### config.mk
export PLATFORM = sky130hd
export DESIGN_NAME = slot_dispatcher
export DESIGN_NICKNAME = d
export VERILOG_FILES = /design/src/rtl/slot_dispatcher.sv
export SDC_FILE = /design/constraint.sdc
export NUM_CORES = 1
export LEC_CHECK = 0
export CAP_MARGIN = 20
export CORE_MARGIN = 5
export CORE_UTILIZATION = 25
export CTS_CLUSTER_SIZE = 25
export DETAILED_ROUTE_END_ITERATION = 12
export SLEW_MARGIN = 10
export SYNTH_ARGS = -nofsm -noshare
export SYNTH_HDL_FRONTEND = slang
export SYNTH_SLANG_ARGS = --single-unit
### constraint.sdc
create_clock -name clk -period 6.3 [get_ports clk]
set_clock_uncertainty 0.2 [all_clocks]
set_input_delay 0.63 -clock clk [delete_from_list [all_inputs] [get_ports clk]]
set_output_delay 0.63 -clock clk [all_outputs]
set_load 0.1 [all_outputs]
### src/rtl/slot_dispatcher.sv
// Slot-table DMA dispatcher: walks slots 0..count-1, issues a DMA command for each
// READY slot, waits for completion and writes back status plus a cycle profile.
module slot_dispatcher #(
  parameter int INDEX_WIDTH   = 2,
  parameter int ADDR_WIDTH    = 32,
  parameter int SIZE_WIDTH    = 26,
  parameter int STATUS_WIDTH  = 2,
  parameter int PROFILE_WIDTH = 32
) (
  input  logic                     clk,
  input  logic                     reset,
  input  logic                     start,
  input  logic [INDEX_WIDTH:0]     slot_count,
  input  logic                     abort,
  output logic [INDEX_WIDTH-1:0]   rd_index,
  input  logic [ADDR_WIDTH-1:0]    rd_src_addr,
  input  logic [ADDR_WIDTH-1:0]    rd_des_addr,
  input  logic [SIZE_WIDTH-1:0]    rd_src_size,
  input  logic [SIZE_WIDTH-1:0]    rd_des_size,
  input  logic [STATUS_WIDTH-1:0]  rd_status,
  output logic [INDEX_WIDTH-1:0]   wr_index,
  output logic [STATUS_WIDTH-1:0]  wr_status,
  output logic [PROFILE_WIDTH-1:0] wr_profile,
  output logic                     set_status,
  output logic                     set_profile,
  output logic                     cmd_valid,
  input  logic                     cmd_ready,
  output logic [ADDR_WIDTH-1:0]    cmd_src_addr,
  output logic [ADDR_WIDTH-1:0]    cmd_des_addr,
  output logic [SIZE_WIDTH-1:0]    cmd_src_size,
  output logic [SIZE_WIDTH-1:0]    cmd_des_size,
  input  logic                     dma_done,
  input  logic                     dma_err,
  output logic                     busy,
  output logic                     done,
  output logic                     aborted
);

  typedef enum logic [2:0] {
    S_IDLE,
    S_FETCH,
    S_ISSUE,
    S_WAIT,
    S_WB,
    S_NEXT
  } state_t;

  localparam logic [STATUS_WIDTH-1:0] ST_READY = STATUS_WIDTH'(1);
  localparam logic [STATUS_WIDTH-1:0] ST_DONE  = STATUS_WIDTH'(2);
  localparam logic [STATUS_WIDTH-1:0] ST_ERROR = STATUS_WIDTH'(3);
  localparam logic [INDEX_WIDTH:0]    SLOTS    = {1'b1, {INDEX_WIDTH{1'b0}}};

  state_t                   r_state;
  state_t                   w_next;
  logic [INDEX_WIDTH-1:0]   r_idx;
  logic [INDEX_WIDTH:0]     r_count;
  logic [INDEX_WIDTH:0]     w_count_clamped;
  logic                     r_abort;
  logic                     r_zero_done;
  logic [PROFILE_WIDTH-1:0] r_profile;
  logic [STATUS_WIDTH-1:0]  r_wr_status;
  logic [ADDR_WIDTH-1:0]    r_src_addr;
  logic [ADDR_WIDTH-1:0]    r_des_addr;
  logic [SIZE_WIDTH-1:0]    r_src_size;
  logic [SIZE_WIDTH-1:0]    r_des_size;
  logic                     w_last;
  logic                     w_abort_any;
  logic                     w_finish;

  assign w_count_clamped = (slot_count > SLOTS) ? SLOTS : slot_count;
  assign w_last          = ({1'b0, r_idx} == (r_count - 1'b1));
  // An abort arriving in the NEXT cycle itself still ends the run there.
  assign w_abort_any     = r_abort | abort;
  assign w_finish        = w_last | w_abort_any;

  always_comb begin
    w_next = r_state;
    case (r_state)
      S_IDLE:  if (start && (slot_count != '0)) w_next = S_FETCH;
      S_FETCH: w_next = (rd_status == ST_READY) ? S_ISSUE : S_NEXT;
      S_ISSUE: if (cmd_ready) w_next = S_WAIT;
      S_WAIT:  if (dma_done) w_next = S_WB;
      S_WB:    w_next = S_NEXT;
      S_NEXT:  w_next = w_finish ? S_IDLE : S_FETCH;
      default: w_next = S_IDLE;
    endcase
  end

  always_ff @(posedge clk or negedge reset) begin
    if (!reset) begin
      r_state     <= S_IDLE;
      r_idx       <= '0;
      r_count     <= '0;
      r_abort     <= 1'b0;
      r_zero_done <= 1'b0;
      r_profile   <= '0;
      r_wr_status <= '0;
      r_src_addr  <= '0;
      r_des_addr  <= '0;
      r_src_size  <= '0;
      r_des_size  <= '0;
    end else begin
      r_state     <= w_next;
      r_zero_done <= (r_state == S_IDLE) && start && (slot_count == '0);

      if (r_state == S_NEXT && w_finish) begin
        r_abort <= 1'b0;
      end else if (r_state != S_IDLE && abort) begin
        r_abort <= 1'b1;
      end

      case (r_state)
        S_IDLE: begin
          if (start && (slot_count != '0)) begin
            r_count <= w_count_clamped;
            r_idx   <= '0;
          end
        end
        S_FETCH: begin
          if (rd_status == ST_READY) begin
            r_src_addr <= rd_src_addr;
            r_des_addr <= rd_des_addr;
            r_src_size <= rd_src_size;
            r_des_size <= rd_des_size;
            r_profile  <= '0;
          end
        end
        S_ISSUE: begin
          if (r_profile != '1) r_profile <= r_profile + 1'b1;
        end
        S_WAIT: begin
          if (r_profile != '1) r_profile <= r_profile + 1'b1;
          if (dma_done) r_wr_status <= dma_err ? ST_ERROR : ST_DONE;
        end
        S_NEXT: begin
          if (!w_finish) r_idx <= r_idx + 1'b1;
        end
        default: ;
      endcase
    end
  end

  assign rd_index     = r_idx;
  assign wr_index     = r_idx;
  assign wr_status    = r_wr_status;
  assign wr_profile   = r_profile;
  assign set_status   = (r_state == S_WB);
  assign set_profile  = (r_state == S_WB);
  assign cmd_valid    = (r_state == S_ISSUE);
  assign cmd_src_addr = r_src_addr;
  assign cmd_des_addr = r_des_addr;
  assign cmd_src_size = r_src_size;
  assign cmd_des_size = r_des_size;
  assign busy         = (r_state != S_IDLE);
  assign done         = r_zero_done | ((r_state == S_NEXT) && w_finish);
  assign aborted      = (r_state == S_NEXT) && w_finish && w_abort_any;

endmodule

==> results of run 1 <==
critical path, stage by stage (launching register included):
cell,delay (ns)
sky130_fd_sc_hd__dfrtp_1,0.39
sky130_fd_sc_hd__inv_1,0.06
sky130_fd_sc_hd__ha_1,0.30
sky130_fd_sc_hd__xnor2_1,0.12
sky130_fd_sc_hd__o31a_1,0.34
sky130_fd_sc_hd__o21bai_1,0.15
sky130_fd_sc_hd__clkdlybuf4s50_1,1.16
how the worst min path moves through the flow:
stage	endpoint	slack, ns	startpoint	depth (start not counted)
after floorplan	cmd_des_addr[0]$_DFFE_PN0P_	0.13	reset	0
after global placement	wr_status[1]$_DFFE_PN0P_	0.25	wr_status[1]$_DFFE_PN0P_	1
after detailed placement	wr_status[1]$_DFFE_PN0P_	0.26	wr_status[1]$_DFFE_PN0P_	1
after CTS	wr_profile[24]$_DFFE_PN0P_	0.08	reset	1
after global routing	wr_profile[24]$_DFFE_PN0P_	0.10	reset	1
final	wr_profile[25]$_DFFE_PN0P_	0.05	reset	1
through the flow:
step	area [um2]	setup WS (ns)	std cells	utilization (%)	hold slack, ns
after floorplan	6880	2.56	780	-	0.134
after global placement	10100	2.84	1371	37.2	0.252
after detailed placement	10100	2.84	1371	37.2	0.255
after CTS	10700	2.49	1403	39.4	0.0833
after global routing	10700	2.44	1404	39.5	0.100
final	10700	2.54	1405	39.5	0.0484
cells in the final DEF, fill, tap and decap left out, drive strengths merged, types with 2 or more instances in the layout:
cell,synthesis,routed
nand2,372,372
clkdlybuf4s50,0,286
dfrtp,160,160
a21oi,25,25
nor2,19,19
clkbuf,34,18
nand3,17,17
inv,9,17
or4,16,16
o31ai,14,14
o21ai,12,12
nand4,11,11
or3,10,10
nor4,9,9
buf,8,7
nand2b,6,6
nor3,6,6
o31a,4,4
and4,4,4
o21a,4,4
xnor2,3,3
nor2b,3,3
and3,3,3
a31oi,3,3
mux2i,3,3
a22o,3,3
clkinv,0,3
xor2,2,2
nand4b,2,2
o211ai,2,2
a21o,2,2
ha,2,2
clkinvlp,0,2
and2,2,2
or2,2,2
per-layer routing:
layer  track usage [%]  up-vias  part of all wire (%)
li1                  -     3110                     -
met1              17.6     3023                    42
met2              23.1      214                    47
met3              6.09       19                   9.6
met4              4.29        0                   1.4
met5                 0        -                     0
kinds of logic (layout without fill, tap and decap cells):
family	count (synthesis)	after routing
xor+xnor	5	5
other cells	0	1
compound gates	74	74
fa+ha+maj	2	2
flops	160	160
mux	4	4
simple gates	484	484
buf+inv	51	334
flip-flops by register name (all words and copies together), names as in the netlist:
signal	cells
cmd_des_addr	32
cmd_src_addr	32
wr_profile	32
cmd_des_size	26
cmd_src_size	26
r_count	3
r_state	3
rd_index	2
wr_status	2
r_abort	1
r_zero_done	1
cell type report:
cell class,instances,area share (%)
Inverter,9,0.317
Clock inverter,14,1.56
Clock buffer,18,4.02
Tap cell,341,4.00
Multi-Input combinational cell,569,25.1
Timing Repair Buffer,293,27.4
Sequential cell,160,37.5
Antenna cell,1,0.0235
==> impl_metrics.ini, run 1 <==
[drt]
postRouteAntennaNets = 0
vias_per_cell = 4.53
drt_first_pass_iters = 5
routed_wire_length_per_instance_um = 16.0
route.final.wire_length_um = 22500
drt_iter0_markers = 339
dr_total_vias = 6366
drc_errors = 0

[logic_synthesis]
postSynth.asyncResetShare_pct = 100
synth_cell_type_count = 47
syn_nets = 910
yosys-mux-area-fraction_pct = 0.600
post_synth_inst_count = 780
synth_top_area_share_pct = 58.2
ys_seq_area_share_pct = 58.2
yosys.cell_count.top_type = sky130_fd_sc_hd__nand2_1
synth_area_leader_cell = sky130_fd_sc_hd__dfrtp_1
synth-edff-count = 0
mappedNetlistArea_mm2 = 0.00688
postSynthAreaPerCell_um2 = 8.82
synth_xor_xnor_area_share_pct = 0.637
combinational_family_with_the_most_area_after_synthesis = simple AND/OR/NAND/NOR gates
most_used_dff_post_synth = sky130_fd_sc_hd__dfrtp_1
synth_area_leaders = sky130_fd_sc_hd__dfrtp_1, sky130_fd_sc_hd__nand2_1, sky130_fd_sc_hd__clkbuf_1, sky130_fd_sc_hd__a21oi_1, sky130_fd_sc_hd__or4_1
synth.yosys.warnings = 0
synth.cells.most_frequent = sky130_fd_sc_hd__nand2_1, sky130_fd_sc_hd__dfrtp_1, sky130_fd_sc_hd__clkbuf_1
post_synthesis_compound_gate_area_fraction_pct = 6.89
synthAdderAreaFrac_pct = 0.364
yosys_register_bits = 160
synth_simple_gate_area_share_pct = 30.2

[worst_setup_path]
worstSetupStartpointType = flop
cp_max_fo = 5
worst_setup_startpoint = r_count[0]$_DFFE_PN0P_
reg2regPathDepth = 6
crit_type = reg2out
arr_time_crit_path_ns = 2.93
rr_startpoint = r_state[2]$_DFFE_PN0P_
critical_path.reg2reg.endpoint = wr_profile[3]$_DFFE_PN0P_
timing.critical_path.required_ns = 5.47
worst_setup_path_end_kind = output port
worstSetupEndpoint = done
reg2reg_setup_slack_ns = 3.30

[grt]
number_of_antenna_violations_at_the_first_check_in_global_routing = 0
vias_in_the_first_global_route = 6439
gr-usage-all-layers_pct = 14.4
grt_first_pass_wirelength_um = 35500
globalRouteOverflowTotal = 0
maximum_number_of_pins_on_one_net_before_global_route_repair = 82

[timing]
slew-limit-headroom_pct = 27.9
final_min_period_over_clock_period_pct = 59.7
report.final.hold_viol_count = 0
timing.fmax_mhz = 266
finalSetupViolCount = 0
rsz0062_at_grt = no
finalWorstPathRequiredPeriod_ns = 3.76
totalNegativeSetupSlack_ns = 0
timing_max_transition_violations_final = 0
tightestPinTransition_ns = 1.08

[cts]
cts_repair_resize_count = 0
cts-hold-fix-buffers = 0
worst_setup_hold_path_clk_slew_ns = 0.07
cts_setup_buffers = 0
cts-htree-levels = 4
cts_inserted_buffers = 17
cts_root_buffer = sky130_fd_sc_hd__clkbuf_16
tritoncts = yes
cts.sinks = 160
insertion_delay_ns = 0.42
clock_path_buffers = 2

[placement]
port-buffer-count = 287
hpwlAfterDp_um = 15700
place_congestion = 0.797

[layout]
finish.net_count = 1180
area_growth_syn_to_layout_pct = 55.1
final_layout_size_suffix_gt1_share_pct = 4.42
seq_area_mm2 = 0.00400
filler_cell_count = 2730
area_of_the_multi_input_gates_mm2 = 0.00268

[die]
design.die.area_mm2 = 0.0309
num_io_pins = 288
std_cell_rows = 60
core_mm2 = 0.0270
initial_utilization_pct = 25.5
die-width_um = 176
chipHeight_um = 176

[min_path]
min_path_type = in2async

[run_status]
run_status = completed

[job]
max-cap-violations = 0
Power of run 1 is not shown: default switching activity piles up to over one toggle a cycle in this logic, so the estimate is an artifact.
==> inputs of run 2 (changes only) <==
==> constraint.sdc (replaced) <==
create_clock -name clk -period 3.8 [get_ports clk]
set_clock_uncertainty 0.2 [all_clocks]
set_input_delay 0.38 -clock clk [delete_from_list [all_inputs] [get_ports clk]]
set_output_delay 0.38 -clock clk [all_outputs]
set_load 0.1 [all_outputs]
==> run 2 against run 1 <==
Compared with the run above:
- count of clock-buffer cells in the layout unchanged
- sequential share of layout area down 0.070 points
- global-route usage shrank 0.21 points
- hold slack improved by 0.22 ns
- wire length is 1.2% lower
- critical endpoint is now wr_profile[26]$_DFFE_PN0P_
- largest cell class unchanged
==> impl_metrics.ini, run 2 (synthesized netlist as in run 1, its figures left out) <==
[drt]
drt-met1-wl_um = 9370
top_layer_used = met5
drt_first_pass_iters = 5
drc_errors = 0
postRouteAntennaNets = 0
routed_wire_length_per_instance_um = 15.8
met3RoutedLength_um = 2020
vias_per_cell = 4.54
met2_length_um = 10600
drt_iter0_markers = 317
dr_total_vias = 6387
route.final.wire_length_um = 22200

[timing]
timing_max_transition_violations_final = 0
final_min_period_over_clock_period_pct = 72.8
rsz0062_at_grt = no
tightestPinTransition_ns = 1.05
slew-limit-headroom_pct = 29.9
timing.fmax_mhz = 362
finalWorstPathRequiredPeriod_ns = 2.77
report.final.hold_viol_count = 0
finalSetupViolCount = 0
totalNegativeSetupSlack_ns = 0

[placement]
place_congestion = 0.763
port-buffer-count = 287
hpwlAfterDp_um = 15700

[grt]
number_of_antenna_violations_at_the_first_check_in_global_routing = 1
grt_first_pass_wirelength_um = 35200
globalRouteOverflowTotal = 0
gr-usage-all-layers_pct = 14.1
maximum_number_of_pins_on_one_net_before_global_route_repair = 76
vias_in_the_first_global_route = 6381

[layout]
mostFrequentLayoutCell = sky130_fd_sc_hd__nand2_1
diodes_inserted = 0
finish.net_count = 1182
final_cell_mix = sky130_fd_sc_hd__nand2_1, sky130_fd_sc_hd__clkdlybuf4s50_1, sky130_fd_sc_hd__dfrtp_1
filler_cell_count = 2698
final_layout_size_suffix_gt1_share_pct = 5.16
area_growth_syn_to_layout_pct = 55.4
seq_area_mm2 = 0.00400
area_of_the_multi_input_gates_mm2 = 0.00268

[die]
num_io_pins = 288
core_mm2 = 0.0270
die-width_um = 176
std_cell_rows = 60
initial_utilization_pct = 25.5
chipHeight_um = 176
design.die.area_mm2 = 0.0309

[min_path]
min_path_type = reg2reg
hold_depth = 1
hold_path_endpoint = wr_status[1]$_DFFE_PN0P_
min_delay_startpoint = wr_status[1]$_DFFE_PN0P_

[cts]
insertion_delay_ns = 0.41
cts-hold-fix-buffers = 1
cts.sinks = 160
tritoncts = yes
clock_path_buffers = 2
worst_setup_hold_path_clk_slew_ns = 0.07
cts_setup_buffers = 0
cts_inserted_buffers = 17
cts_repair_resize_count = 0
cts-htree-levels = 4
cts_root_buffer = sky130_fd_sc_hd__clkbuf_16

[worst_setup_path]
cp_max_fo = 7
worstSetupStartpointType = flop
worst_setup_path_end_kind = flop
crit_type = reg2reg
arr_time_crit_path_ns = 2.91
rr_startpoint = wr_profile[0]$_DFFE_PN0P_
critical_path.reg2reg.endpoint = wr_profile[26]$_DFFE_PN0P_
reg2regPathDepth = 6
reg2reg_setup_slack_ns = 1.03
timing.critical_path.required_ns = 3.95

[job]
max-cap-violations = 0

[run_status]
run_status = completed
run 2: layout make-up:
cell class,instances,share of cell area [%]
Sequential cell,160,37.5
Timing Repair Buffer,295,27.8
Clock inverter,14,1.25
Clock buffer,18,4.11
Tap cell,341,3.99
Multi-Input combinational cell,569,25.1
Inverter,9,0.316
run 2: how the worst max path moves through the flow:
| stage | to | startpoint | depth (start not counted) | slack (ns) |
|---|---|---|---|---|
| floorplan | done | rd_index[0]$_DFFE_PN0P_ | 3 | 0.31 |
| global placement | wr_profile[30]$_DFFE_PN0P_ | wr_profile[0]$_DFFE_PN0P_ | 6 | 1.13 |
| detailed placement | wr_profile[26]$_DFFE_PN0P_ | wr_profile[0]$_DFFE_PN0P_ | 6 | 1.06 |
| CTS | wr_profile[26]$_DFFE_PN0P_ | wr_profile[0]$_DFFE_PN0P_ | 6 | 1.02 |
| global route | wr_profile[18]$_DFFE_PN0P_ | r_state[2]$_DFFE_PN0P_ | 5 | 0.84 |
| finish | wr_profile[26]$_DFFE_PN0P_ | wr_profile[0]$_DFFE_PN0P_ | 6 | 1.03 |
run 2: critical path, stage by stage (launching register included):
cell and delay (ns):
sky130_fd_sc_hd__dfrtp_1 0.44, sky130_fd_sc_hd__ha_1 0.24, sky130_fd_sc_hd__nand4_2 0.14, sky130_fd_sc_hd__or4_4 0.56, sky130_fd_sc_hd__or4_1 0.61, sky130_fd_sc_hd__or3_1 0.35
sky130_fd_sc_hd__a21oi_1 0.15
run 2: per-layer routing:
metal	vias to the layer above	GRT usage (%)
li1	3105	-
met1	3065	17.6
met2	202	22.9
met3	13	5.77
met4	2	3.57
met5	-	0
run 2: per-stage QoR:
step	setup slack, ns	instance area (um2)	hold WS, ns	util, %	instances
finish	1.03	10700	0.267	39.6	1406
global route	0.841	10700	0.260	39.6	1406
CTS	1.02	10700	0.246	39.6	1406
detailed placement	1.06	10100	0.259	37.4	1373
global placement	1.13	10100	0.252	37.4	1373
floorplan	0.312	6880	-0.116	-	780
Power of run 2 is left out for the same reason.
==> inputs of run 3 (changes only) <==
==> constraint.sdc (replaced) <==
create_clock -name clk -period 2.45 [get_ports clk]
set_clock_uncertainty 0.2 [all_clocks]
set_input_delay 0.245 -clock clk [delete_from_list [all_inputs] [get_ports clk]]
set_output_delay 0.245 -clock clk [all_outputs]
set_load 0.1 [all_outputs]
==> run 3 against run 2 <==
Compared with the run above:
- first-iteration DRC count is 7.6% lower
- wire length grew 2.4%
- largest cell class unchanged
- highest routed layer unchanged
- cell area grew 1.9%
- flip-flop and latch count unchanged
- setup slack got worse by 0.97 ns
==> impl_metrics.ini, run 3 (synthesized netlist as in run 1, its figures left out) <==
[worst_setup_path]
arr_time_crit_path_ns = 2.54
crit_type = reg2reg
cp_max_fo = 7
reg2reg_setup_slack_ns = 0.06
worst_setup_path_end_kind = flop
timing.critical_path.required_ns = 2.60
worstSetupStartpointType = flop

[cts]
cts_inserted_buffers = 17
tritoncts = yes
cts-htree-levels = 4
insertion_delay_ns = 0.42
clock_path_buffers = 2
cts_root_buffer = sky130_fd_sc_hd__clkbuf_16
worst_setup_hold_path_clk_slew_ns = 0.07
cts.sinks = 160

[drt]
dr_total_vias = 6506
vias_per_cell = 4.49
route.final.wire_length_um = 22700
postRouteAntennaNets = 0
routed_wire_length_per_instance_um = 15.7
drt_iter0_markers = 293
drc_errors = 0
drt_first_pass_iters = 5

[timing]
finalWorstPathRequiredPeriod_ns = 2.39
timing_max_transition_violations_final = 0
final_min_period_over_clock_period_pct = 97.5
totalNegativeSetupSlack_ns = 0
tightestPinTransition_ns = 0.532
report.final.hold_viol_count = 0
final_critical_path_setup_slack_ns = 0.0603
slew-limit-headroom_pct = 64.5
finalSetupViolCount = 0
timing.fmax_mhz = 418

[layout]
finish.net_count = 1224
stdcell_count = 1448
layout.cell_area.non_filler_mm2 = 0.0109
area_growth_syn_to_layout_pct = 58.3
mostFrequentLayoutCell = sky130_fd_sc_hd__nand2_1
diodes_inserted = 0
final_layout_size_suffix_gt1_share_pct = 26.3
final_cell_mix = sky130_fd_sc_hd__nand2_1, sky130_fd_sc_hd__buf_4, sky130_fd_sc_hd__dfrtp_1

[grt]
number_of_antenna_violations_at_the_first_check_in_global_routing = 1
grt_first_pass_wirelength_um = 36100
vias_in_the_first_global_route = 6653
gr-usage-all-layers_pct = 14.5
globalRouteOverflowTotal = 0
maximum_number_of_pins_on_one_net_before_global_route_repair = 64

[die]
chipHeight_um = 176
initial_utilization_pct = 25.5
core_mm2 = 0.0270
num_io_pins = 288
design.die.area_mm2 = 0.0309
die-width_um = 176
std_cell_rows = 60

[placement]
port-buffer-count = 287
dp.cells = 1413
hpwlAfterDp_um = 16500
post_dp_cell_area_mm2 = 0.0103
detailedPlace.worstSlack_ns = -0.0603
place_congestion = 0.731

[job]
max-cap-violations = 0

[min_path]
min_path_type = in2async

[run_status]
run_status = completed
-- run 3: cell count changes in the layout (fill, tap and decap cells not counted), sizes merged --
cell           previous run  this run
buf                      14       210
clkinvlp                  1         3
clkdlybuf4s50           280       126
clkinv                    1         3
inv                      21        16
bufinv                    0         1
-- run 3: critical path: stages (launching register included) --
cell,delay [ns]
sky130_fd_sc_hd__dfrtp_4,0.43
sky130_fd_sc_hd__ha_4,0.16
sky130_fd_sc_hd__nand4_4,0.07
sky130_fd_sc_hd__or4_4,0.49
sky130_fd_sc_hd__or4_4,0.47
sky130_fd_sc_hd__or3_1,0.35
sky130_fd_sc_hd__a21oi_2,0.15
-- run 3: layer usage --
layer | up-vias | part of all wire, % | GRT usage [%]
met5 | - | 0.088 | 0
met4 | 2 | 1.9 | 4.58
met3 | 25 | 9.0 | 5.77
met2 | 224 | 48 | 23.8
met1 | 3073 | 41 | 17.6
li1 | 3182 | - | -
-- run 3: timing repair --
action	in CTS	in global routing
pin swaps	4	3
resized for setup	1	5
hold buffers	1	0
buffers inserted	0	2
setup endpoints to repair	4	8
endpoints found under the hold margin	156	0
-- run 3: final timing paths --
kind                                                   start                           end  depth (start not counted)
worst min register to register  cmd_src_addr[16]$_DFFE_PN0P_  cmd_src_addr[16]$_DFFE_PN0P_                          2
worst max register to register     wr_profile[1]$_DFFE_PN0P_    wr_profile[28]$_DFFE_PN0P_                          6
min in group clk                             rd_des_addr[20]  cmd_des_addr[20]$_DFFE_PN0P_                          3
worst min-delay path                                   reset    wr_profile[25]$_DFFE_PN0P_                          2
max in group asynchronous                              reset  cmd_des_addr[10]$_DFFE_PN0P_                          3
worst max-delay path               wr_profile[1]$_DFFE_PN0P_    wr_profile[28]$_DFFE_PN0P_                          6
-- run 3: stage by stage --
stage               util [%]  hold slack [ns]
finish                  40.3            0.125
global route            40.3            0.121
CTS                     40.1            0.115
detailed placement      37.9           0.0148
global placement        37.9           0.0124
floorplan                  -           -0.251
-- run 3: area by class of cell --
class,count,area (um2)
clock inverter,14,148
tap,341,427
timing repair buffer,337,3040
inverter,9,33.8
multi-input combinational,569,2760
clock buffer,18,429
fill,2741,16100
sequential,160,4050
Power of run 3 is left out for the same reason.
